File: src/rtl/uart_sched_pkg.sv
// Shared types and constants for the UART transmit scheduler.
package uart_sched_pkg;

  typedef enum logic [1:0] {
    ST_IDLE      = 2'd0,
    ST_SEND      = 2'd1,
    ST_WAIT_DONE = 2'd2,
    ST_HOLD      = 2'd3
  } sched_state_t;

  // 50 MHz system clock / 115200 baud
  localparam logic [12:0] BAUD_RESET_DEFAULT = 13'd434;

  // Width of the packet-lock inactivity counter
  localparam int TMO_W = 16;

endpackage

File: src/rtl/rr_arbiter.sv
// Combinational round-robin pick: first requester at or after ptr, with wrap.
module rr_arbiter #(
  parameter int N   = 2,
  parameter int IDW = (N > 1) ? $clog2(N) : 1
) (
  input  logic [N-1:0]   req,
  input  logic [IDW-1:0] ptr,
  output logic [N-1:0]   grant,
  output logic [IDW-1:0] grant_idx,
  output logic           any
);

  logic [IDW:0]   sum_s;
  logic [IDW-1:0] idx_s;

  // Scan from ptr upward, wrapping at N, and keep the first requester found
  always_comb begin
    grant     = {N{1'b0}};
    grant_idx = {IDW{1'b0}};
    any       = 1'b0;
    sum_s     = {(IDW+1){1'b0}};
    idx_s     = {IDW{1'b0}};
    for (int k = 0; k < N; k++) begin
      sum_s = {1'b0, ptr} + (IDW+1)'(k);
      if (sum_s >= (IDW+1)'(N)) begin
        sum_s = sum_s - (IDW+1)'(N);
      end else begin
        sum_s = sum_s;
      end
      idx_s = sum_s[IDW-1:0];
      if (!any && req[idx_s]) begin
        any       = 1'b1;
        grant_idx = idx_s;
      end else begin
        any = any;
      end
    end
    if (any) begin
      grant[grant_idx] = 1'b1;
    end else begin
      grant = {N{1'b0}};
    end
  end

endmodule

File: src/rtl/uart_tx_sched.sv
// Round-robin scheduler sharing one UART TX driver between several byte
// streams, with packet locking and a between-frames baud divisor update.
module uart_tx_sched
  import uart_sched_pkg::*;
#(
  parameter int          NUM_REQ      = 2,
  parameter logic [12:0] BAUD_RESET   = BAUD_RESET_DEFAULT,
  parameter logic [15:0] LOCK_TIMEOUT = 16'd65535,
  parameter int          IDW          = (NUM_REQ > 1) ? $clog2(NUM_REQ) : 1
) (
  input  logic                 clk,
  input  logic                 rst_n,
  input  logic [NUM_REQ-1:0]   req_valid,
  input  logic [8*NUM_REQ-1:0] req_data,
  input  logic [NUM_REQ-1:0]   req_last,
  output logic [NUM_REQ-1:0]   req_ready,
  output logic                 trmt,
  output logic [7:0]           tx_data,
  input  logic                 ACK_TRMT,
  input  logic                 tx_done,
  input  logic                 cfg_baud_we,
  input  logic [12:0]          cfg_baud_wdata,
  output logic [12:0]          baud_DB,
  output logic [IDW-1:0]       grant_id,
  output logic                 busy
);

  sched_state_t       state_r, state_s;
  logic [IDW-1:0]     rr_ptr_r, grant_id_r, load_idx_s, arb_idx_s, next_ptr_s;
  logic [NUM_REQ-1:0] arb_grant_s, req_ready_s;
  logic               arb_any_s, load_s, ptr_adv_s, tmo_clr_s, tmo_inc_s;
  logic               last_r, apply_baud_s;
  logic [7:0]         tx_data_r;
  logic [TMO_W-1:0]   tmo_cnt_r;
  logic [12:0]        pend_baud_r, baud_r;
  logic               pend_flag_r;

  rr_arbiter #(.N(NUM_REQ), .IDW(IDW)) u_arb (
    .req       (req_valid),
    .ptr       (rr_ptr_r),
    .grant     (arb_grant_s),
    .grant_idx (arb_idx_s),
    .any       (arb_any_s)
  );

  assign next_ptr_s   = (grant_id_r == IDW'(NUM_REQ - 1)) ? {IDW{1'b0}} : grant_id_r + IDW'(1);
  assign apply_baud_s = (state_r == ST_IDLE) && pend_flag_r;

  // Next-state decode, consume pulse and capture/pointer/timer controls
  always_comb begin
    state_s     = state_r;
    req_ready_s = {NUM_REQ{1'b0}};
    load_s      = 1'b0;
    load_idx_s  = grant_id_r;
    ptr_adv_s   = 1'b0;
    tmo_clr_s   = 1'b0;
    tmo_inc_s   = 1'b0;
    case (state_r)
      ST_IDLE: begin
        if (arb_any_s) begin
          req_ready_s = arb_grant_s;
          load_s      = 1'b1;
          load_idx_s  = arb_idx_s;
          state_s     = ST_SEND;
        end else begin
          state_s = ST_IDLE;
        end
      end
      ST_SEND: begin
        if (ACK_TRMT) begin
          state_s = ST_WAIT_DONE;
        end else begin
          state_s = ST_SEND;
        end
      end
      ST_WAIT_DONE: begin
        if (tx_done && last_r) begin
          state_s   = ST_IDLE;
          ptr_adv_s = 1'b1;
        end else if (tx_done) begin
          state_s   = ST_HOLD;
          tmo_clr_s = 1'b1;
        end else begin
          state_s = ST_WAIT_DONE;
        end
      end
      ST_HOLD: begin
        // Only the lock owner may continue; everyone else waits
        if (req_valid[grant_id_r]) begin
          req_ready_s[grant_id_r] = 1'b1;
          load_s                  = 1'b1;
          state_s                 = ST_SEND;
        end else if (tmo_cnt_r == LOCK_TIMEOUT - 16'd1) begin
          state_s   = ST_IDLE;
          ptr_adv_s = 1'b1;
        end else begin
          tmo_inc_s = 1'b1;
        end
      end
      default: begin
        state_s = ST_IDLE;
      end
    endcase
  end

  // State register, granted byte capture and round-robin pointer
  always_ff @(posedge clk or negedge rst_n) begin
    if (!rst_n) begin
      state_r    <= ST_IDLE;
      rr_ptr_r   <= {IDW{1'b0}};
      grant_id_r <= {IDW{1'b0}};
      tx_data_r  <= 8'h00;
      last_r     <= 1'b0;
    end else begin
      state_r <= state_s;
      if (load_s) begin
        grant_id_r <= load_idx_s;
        tx_data_r  <= req_data[{load_idx_s, 3'b000} +: 8];
        last_r     <= req_last[load_idx_s];
      end
      if (ptr_adv_s) begin
        rr_ptr_r <= next_ptr_s;
      end
    end
  end

  // Inactivity counter that releases a stalled packet lock
  always_ff @(posedge clk or negedge rst_n) begin
    if (!rst_n) begin
      tmo_cnt_r <= {TMO_W{1'b0}};
    end else if (tmo_clr_s) begin
      tmo_cnt_r <= {TMO_W{1'b0}};
    end else if (tmo_inc_s) begin
      tmo_cnt_r <= tmo_cnt_r + {{(TMO_W-1){1'b0}}, 1'b1};
    end
  end

  // Baud divisor: writes are parked and only committed while idle
  always_ff @(posedge clk or negedge rst_n) begin
    if (!rst_n) begin
      pend_baud_r <= BAUD_RESET;
      pend_flag_r <= 1'b0;
      baud_r      <= BAUD_RESET;
    end else begin
      if (cfg_baud_we) begin
        pend_baud_r <= cfg_baud_wdata;
        pend_flag_r <= 1'b1;
      end else if (apply_baud_s) begin
        pend_flag_r <= 1'b0;
      end
      if (apply_baud_s) begin
        baud_r <= pend_baud_r;
      end
    end
  end

  // The consume pulse is a same-cycle handshake; it is suppressed during reset
  assign req_ready = req_ready_s & {NUM_REQ{rst_n}};
  assign trmt      = (state_r == ST_SEND);
  assign busy      = (state_r != ST_IDLE);
  assign tx_data   = tx_data_r;
  assign baud_DB   = baud_r;
  assign grant_id  = grant_id_r;

endmodule

File: config.mk
export PLATFORM = sky130hd
export DESIGN_NAME = uart_tx_sched
export DESIGN_NICKNAME = d
export VERILOG_FILES = /design/src/rtl/uart_sched_pkg.sv /design/src/rtl/rr_arbiter.sv /design/src/rtl/uart_tx_sched.sv
export SDC_FILE = /design/constraint.sdc
export NUM_CORES = 1
export LEC_CHECK = 0
export CORE_ASPECT_RATIO = 0.7
export CORE_MARGIN = 2
export CORE_UTILIZATION = 30
export CTS_BUF_LIST = sky130_fd_sc_hd__clkbuf_8
export CTS_CLUSTER_DIAMETER = 50
export DETAILED_ROUTE_END_ITERATION = 6
export GPL_ROUTABILITY_DRIVEN = 0
export PLACE_DENSITY_LB_ADDON = 0.1
export SLEW_MARGIN = 0
export SYNTH_ARGS = -nofsm -noshare
export SYNTH_HDL_FRONTEND = slang
export SYNTH_SLANG_ARGS = --single-unit
File: constraint.sdc
create_clock -name clk -period 5.4 [get_ports clk]
set_input_delay 0.54 -clock clk [delete_from_list [all_inputs] [get_ports clk]]
set_output_delay 0.54 -clock clk [all_outputs]
set_load 0.03 [all_outputs]
* Word level (Yosys, flattened, before mapping)
Index checks and enable logic that the tools add are counted.
** Cells by class
- Divide/modulo/power cells :: 0
- Bitwise gates (word level) :: 1
- Mux-type cells :: 48
- Add/subtract/negate cells :: 5
- Magnitude comparators :: 9
- $mul :: 0
- Reduce and logical (&&, ||, !) cells :: 10
- Eq/ne operators :: 5
- Shifts and indexed selects :: 1
** Operators with widths (number)
- $mux 1 :: 34
- $mux 16 :: 2
- $add 16x1->16 const B :: 1
- $eq 16x16->1 const B :: 1
- $shiftx 16x5->8 :: 1
- $mux 2 :: 6
- $lt 1x2->1 const B :: 5
- $pmux 2 s4 :: 1
- $reduce_bool 2->1 :: 3
- $logic_and 1x1->1 :: 5
- $eq 2x2->1 const B :: 2
- $pmux 1 s2 :: 2
- $pmux 2 s2 :: 1
- $ne 3x3->1 const B :: 1
- $add 1x1->2 const B :: 1
- $and 2x2->2 :: 1
- $demux 1 s1 :: 2
- $eq 2x1->1 const B :: 1
- $ge 1x1->1 const B :: 2
- $ge 1x2->1 const B :: 1
- $ge 2x2->1 const B :: 1
- $logic_not 2->1 :: 1
- $sub 1x1->1 const B :: 2
- $add 1x1->1 const B :: 1
- $logic_not 1->1 :: 1
** Storage, ports and cells
- ROM bits :: 0
- Memories kept :: 0
- Output and inout bits :: 26
- Bits in latches :: 0
- RAM bits :: 0
- Bits of input ports :: 38
- Register bits :: 56

* Depth between registers and ports, before layout
- Depth in word-level cells :: 15
- Gate-level depth with buffers :: 7

* Hierarchy
From an unflattened synthesis, not the netlist that was laid out.
** Second synthesis, totals
- Cells, all modules :: 232
- Area, all modules :: 2785.2 um2
** By module, submodules not included
- uart_tx_sched :: instances 1, cells each 227, area each 2752.6 um2
- rr_arbiter :: instances 1, cells each 5, area each 32.5 um2

* Least setup slack after synthesis
OpenSTA, ideal clock, no wires.
- Path kind :: flip-flop to output port
- From :: register state_r[0]
- To :: output req_ready[1]
- Slack :: 2.760 ns
- Cell stages (with the launch flop) :: 7
- Path buffers :: 0
- Arrival time :: 2.100 ns
- Path through :: dfrtp_1 inv_1 ha_1 inv_1 a21oi_1 a21oi_1 nor4bb_1
** On the way
- Cells in the longest elaborated chain, start to end :: 3
- Elaborated cells on any way between the ends :: 4
- Those cells by class :: 1 x eq/ne; 1 x mux; 1 x bitwise; 1 x reduce/logical
** Ends and longest elaborated chain
- start: declaration :: line uart_tx_sched.sv:28 : sched_state_t state_r, state_s;
- start signal: assignment :: line uart_tx_sched.sv:115 : state_r <= state_s;
- $eq 2x2->1 or $logic_not 2->1 (tied branches) :: line uart_tx_sched.sv:58 : case (state_r)
- $pmux 2 s2 (*) :: line uart_tx_sched.sv:58
- $and 2x2->2 (*) :: line uart_tx_sched.sv:158 : assign req_ready = req_ready_s & {NUM_REQ{rst_n}};
- end: declaration :: line uart_tx_sched.sv:16 : output logic [NUM_REQ-1:0] req_ready,
Every way passes the cells marked *; elsewhere a longest branch is shown, timed or not.

* Final worst setup path
- From :: register state_r[1]
- To :: output req_ready[1]
The elaborated chain is that of the path after synthesis.

==> summary.md <==
| Metric | Value |
|---|---|
| Outcome | complete, no violations |
| Final worst setup slack | 2.36 ns |
| Relative slew slack | 0.369 |
| Fillers | approximately 900 |
| Synth Area in Simple Gates | 0.135 |
| Drt wl/cell | 14.7 um |
| Most used flip-flop cell after synthesis | dfrtp_1 |
| CTS tree | yes |
| Share of layout cells above drive strength 1 | 0.250 |
| Crit-path max cell delay | roughly 0.74 ns |
| CTS max path bufs | 2 |
| Worst EP required | ~4.9 ns |
| Number of antenna repair diodes | 0 |
| Pre-CTS setup slack | approximately 2.5 ns |
| Total power | 0.00180 W |
| Combinational family with the most area after synthesis | multiplexers |
| Max FO, Critical Path | 6 |
| Top-count cell post-synth | mux2_2 |
| Cts repair resizes | 0 |
| RSZ-0062 raised after global routing | no |
| Starting density of the core | 0.310 |
| DR vias | 2030 |
| Commonest cells post-synth | mux2_2, dfrtp_1, nand2_1 |
| FF+latch count, synth | 56 |
| Global route overflow | 0 |
| Number of synthesized flops with an enable pin | 0 |
| Post-Syn Area | between 0.002 and 0.003 mm2 |
| Reg area | roughly 0.0014 mm2 |
| DRT Wirelength | 6.17 mm |
| Hold crit path type | in -> async |
| Post-Synth XOR/XNOR Area | 0 |
| Synth warnings | 0 |
| Crit-path cells | inv_1, ha_1, inv_1, a21oi_1, a21oi_1, nor4bb_1, clkdlybuf4s50_1 |
| WP data arrival | 2.50 ns |
| Final slew viol count | 0 |
| Min Tclk post-route | between 3 and 4 ns |
| R2R depth | 6 |
| R2r startpoint | tmo_cnt_r[0] |
| Pin count of the biggest net entering global routing | 59 |
| Cts bufs inserted | 5 |
| Synth-to-layout area growth | 30.0% |
| Multiplexer area fraction after synthesis | 0.207 |
| Syn nets | between 200 and 300 |
| Max Fclk | about 330 MHz |
| Core area | 0.00907 mm2 |
| R2r setup slk | 3.08 ns |
| Compound-Gate Fraction of Synth Area | 0.0967 |
| Dominant cell type by area after synthesis | dfrtp_1 |
| Leak | between 1 and 1.5 nW |
| Synth Instances | approximately 230 |
| Hold Violations, Final | 0 |
| Vias in the first global route | between 2000 and 2500 |
| Final layout net count | 340 |
| Final Cycle Share | 0.564 |
| Post-Synth Adder-Cell Area | 0.0312 |
| Initial antenna violation count | 0 |
| Seq/Total Area, Yosys | 0.504 |
| Detailed Route Iter0 Violations | 60 |
| Syn_area_per_cell | approximately 12 um2 |
| GRT Total Usage | 0.135 |
| Worst skew pair latency | about 0.32 ns |
| CP max-delay cell | clkdlybuf4s50_1 |
| Worst-path clk slew | approximately 0.1 ns |
| Clock Tree Root | clkbuf_8 |
| Bufs and invs on worst path | 3 |
| Width of the die | 120 um |
| Post-synth top area share | 0.410 |
| Num rows | 29 |
| Top delay family on crit path | buffers and inverters |
| Post-DR vias/cell | between 4 and 5 |
| Ys async rst share | 1.00 |
| Crit Path Category | reg -> out |
| Drt drc | 0 |
| Die ar. | 0.0102 mm2 |
| Final setup fails | 0 |
| Final worst clock skew | approximately 0.0037 ns |
| Clk sinks | 56 |
| Slew @ Worst Pin | around 0.94 ns |
| R2r endpoint | state_r[0] |
| IR drop worst, VDD | between 0.15 and 0.2 mV |
| Area contributors post-synth | dfrtp_1, mux2_2, dfstp_2, ha_1, a21oi_1 |
| H-Tree Depth | 2 |
| I/O pin cnt | 64 |
| Die outline height | between 80 and 90 um |
| Post-synth cell types | 44 |
| Setup TNS | 0 ns |
| Port-buffer cells | 63 |
| DR pass1 iterations | 4 |
| CP startpoint kind | flop |
| Footprint of the multi-input gates | ~0.0013 mm2 |
| Crit. End Element | output pin |
| Final HPWL DP | roughly 4.4 mm |
| ANT nets after route | 0 |
| Max Cap Viol | 0 |
| Pwr/cell area | just under 500 mW/mm2 |
| Post-CTS setup buffers | 0 |
| Cts-stage hold buffer count | 0 |
| First-pass GRT wire length | between 10 and 15 mm |
state kept, by name, summed over array words and instances (netlist names):
name	count
baud_DB	13
pend_baud_r	13
rr_ptr_r	1
tx_data	8
grant_id	1
tmo_cnt_r	16
pend_flag_r	1
state_r	2
last_r	1
through the flow:
step / instance area, um2 / instances / hold slack [ns] / utilization
after floorplan: 2810 / 231 / 0.244 / -
after global placement: 3560 / 412 / 0.466 / 0.392
after detailed placement: 3560 / 412 / 0.469 / 0.392
after CTS: 3650 / 420 / 0.378 / 0.402
after global routing: 3650 / 420 / 0.413 / 0.402
final: 3650 / 420 / 0.355 / 0.402
worst max path at each step:
stage,start,to,cells after the start
5_1_grt,state_r[0],req_ready[1],7
3_5_place_dp,rst_n,req_ready[1],4
3_3_place_gp,rst_n,req_ready[0],4
6_report,state_r[1],req_ready[1],7
4_1_cts,state_r[0],req_ready[1],7
2_1_floorplan,state_r[0],req_ready[1],6
area by class of cell:
class	instances	area share
flip-flops and latches	56	0.387
multi-input cells	158	0.362
repair buffers	64	0.173
well taps	124	0.0425
clock buffers	5	0.0188
inverters	10	0.0103
clock inverters	3	0.00617
cell families (layout without fill, tap and decap cells):
family / Yosys count / count (layout)
and+or+nand+nor: 59 / 59
DFF: 56 / 56
muxes: 51 / 51
AOI/OAI and AO/OA: 41 / 41
buffers and inverters: 17 / 82
adders and majority gates: 7 / 7
worst reg2reg max path, cell delays in order (launching register included):
cell and delay (ns):
dfrtp_1 0.42, inv_1 0.09, ha_1 0.16, nand3_1 0.19, nor4_2 0.89, nor2_1 0.15, mux2_2 0.31
metal layers:
| metal | track usage | up-vias | share of wire |
|---|---|---|---|
| met4 | 0.0449 | 0 | 0.013 |
| met3 | 0.0558 | 7 | 0.070 |
| met2 | 0.196 | 39 | 0.41 |
| li1 | - | 998 | - |
| met5 | 0 | - | 0 |
| met1 | 0.183 | 986 | 0.51 |
placed cells by master (no fill, tap or decap), drive strengths merged, types with 4 or more instances in the layout:
cell type / Yosys / layout
clkbuf: 3 / 5
clkdlybuf4s50: 0 / 62
mux2i: 4 / 4
nor4: 4 / 4
o21ai: 6 / 6
nand4: 7 / 7
ha: 7 / 7
dfstp: 10 / 10
nand3: 6 / 6
nor3: 5 / 5
o31ai: 7 / 7
or4: 7 / 7
mux2: 47 / 47
dfrtp: 46 / 46
inv: 10 / 11
nand2: 13 / 13
a21oi: 13 / 13
report_power, final:
| part | internal (W) | switching, W | leakage (nW) |
|---|---|---|---|
| Combinational | 0.000433 | 0.000467 | 0.702 |
| Sequential | 0.000566 | 0.0000905 | 0.675 |
| Clock | 0.0000934 | 0.000149 | 0.0485 |
| Total | 0.00109 | 0.000706 | 1.43 |
(Power assumes the default switching activity.)
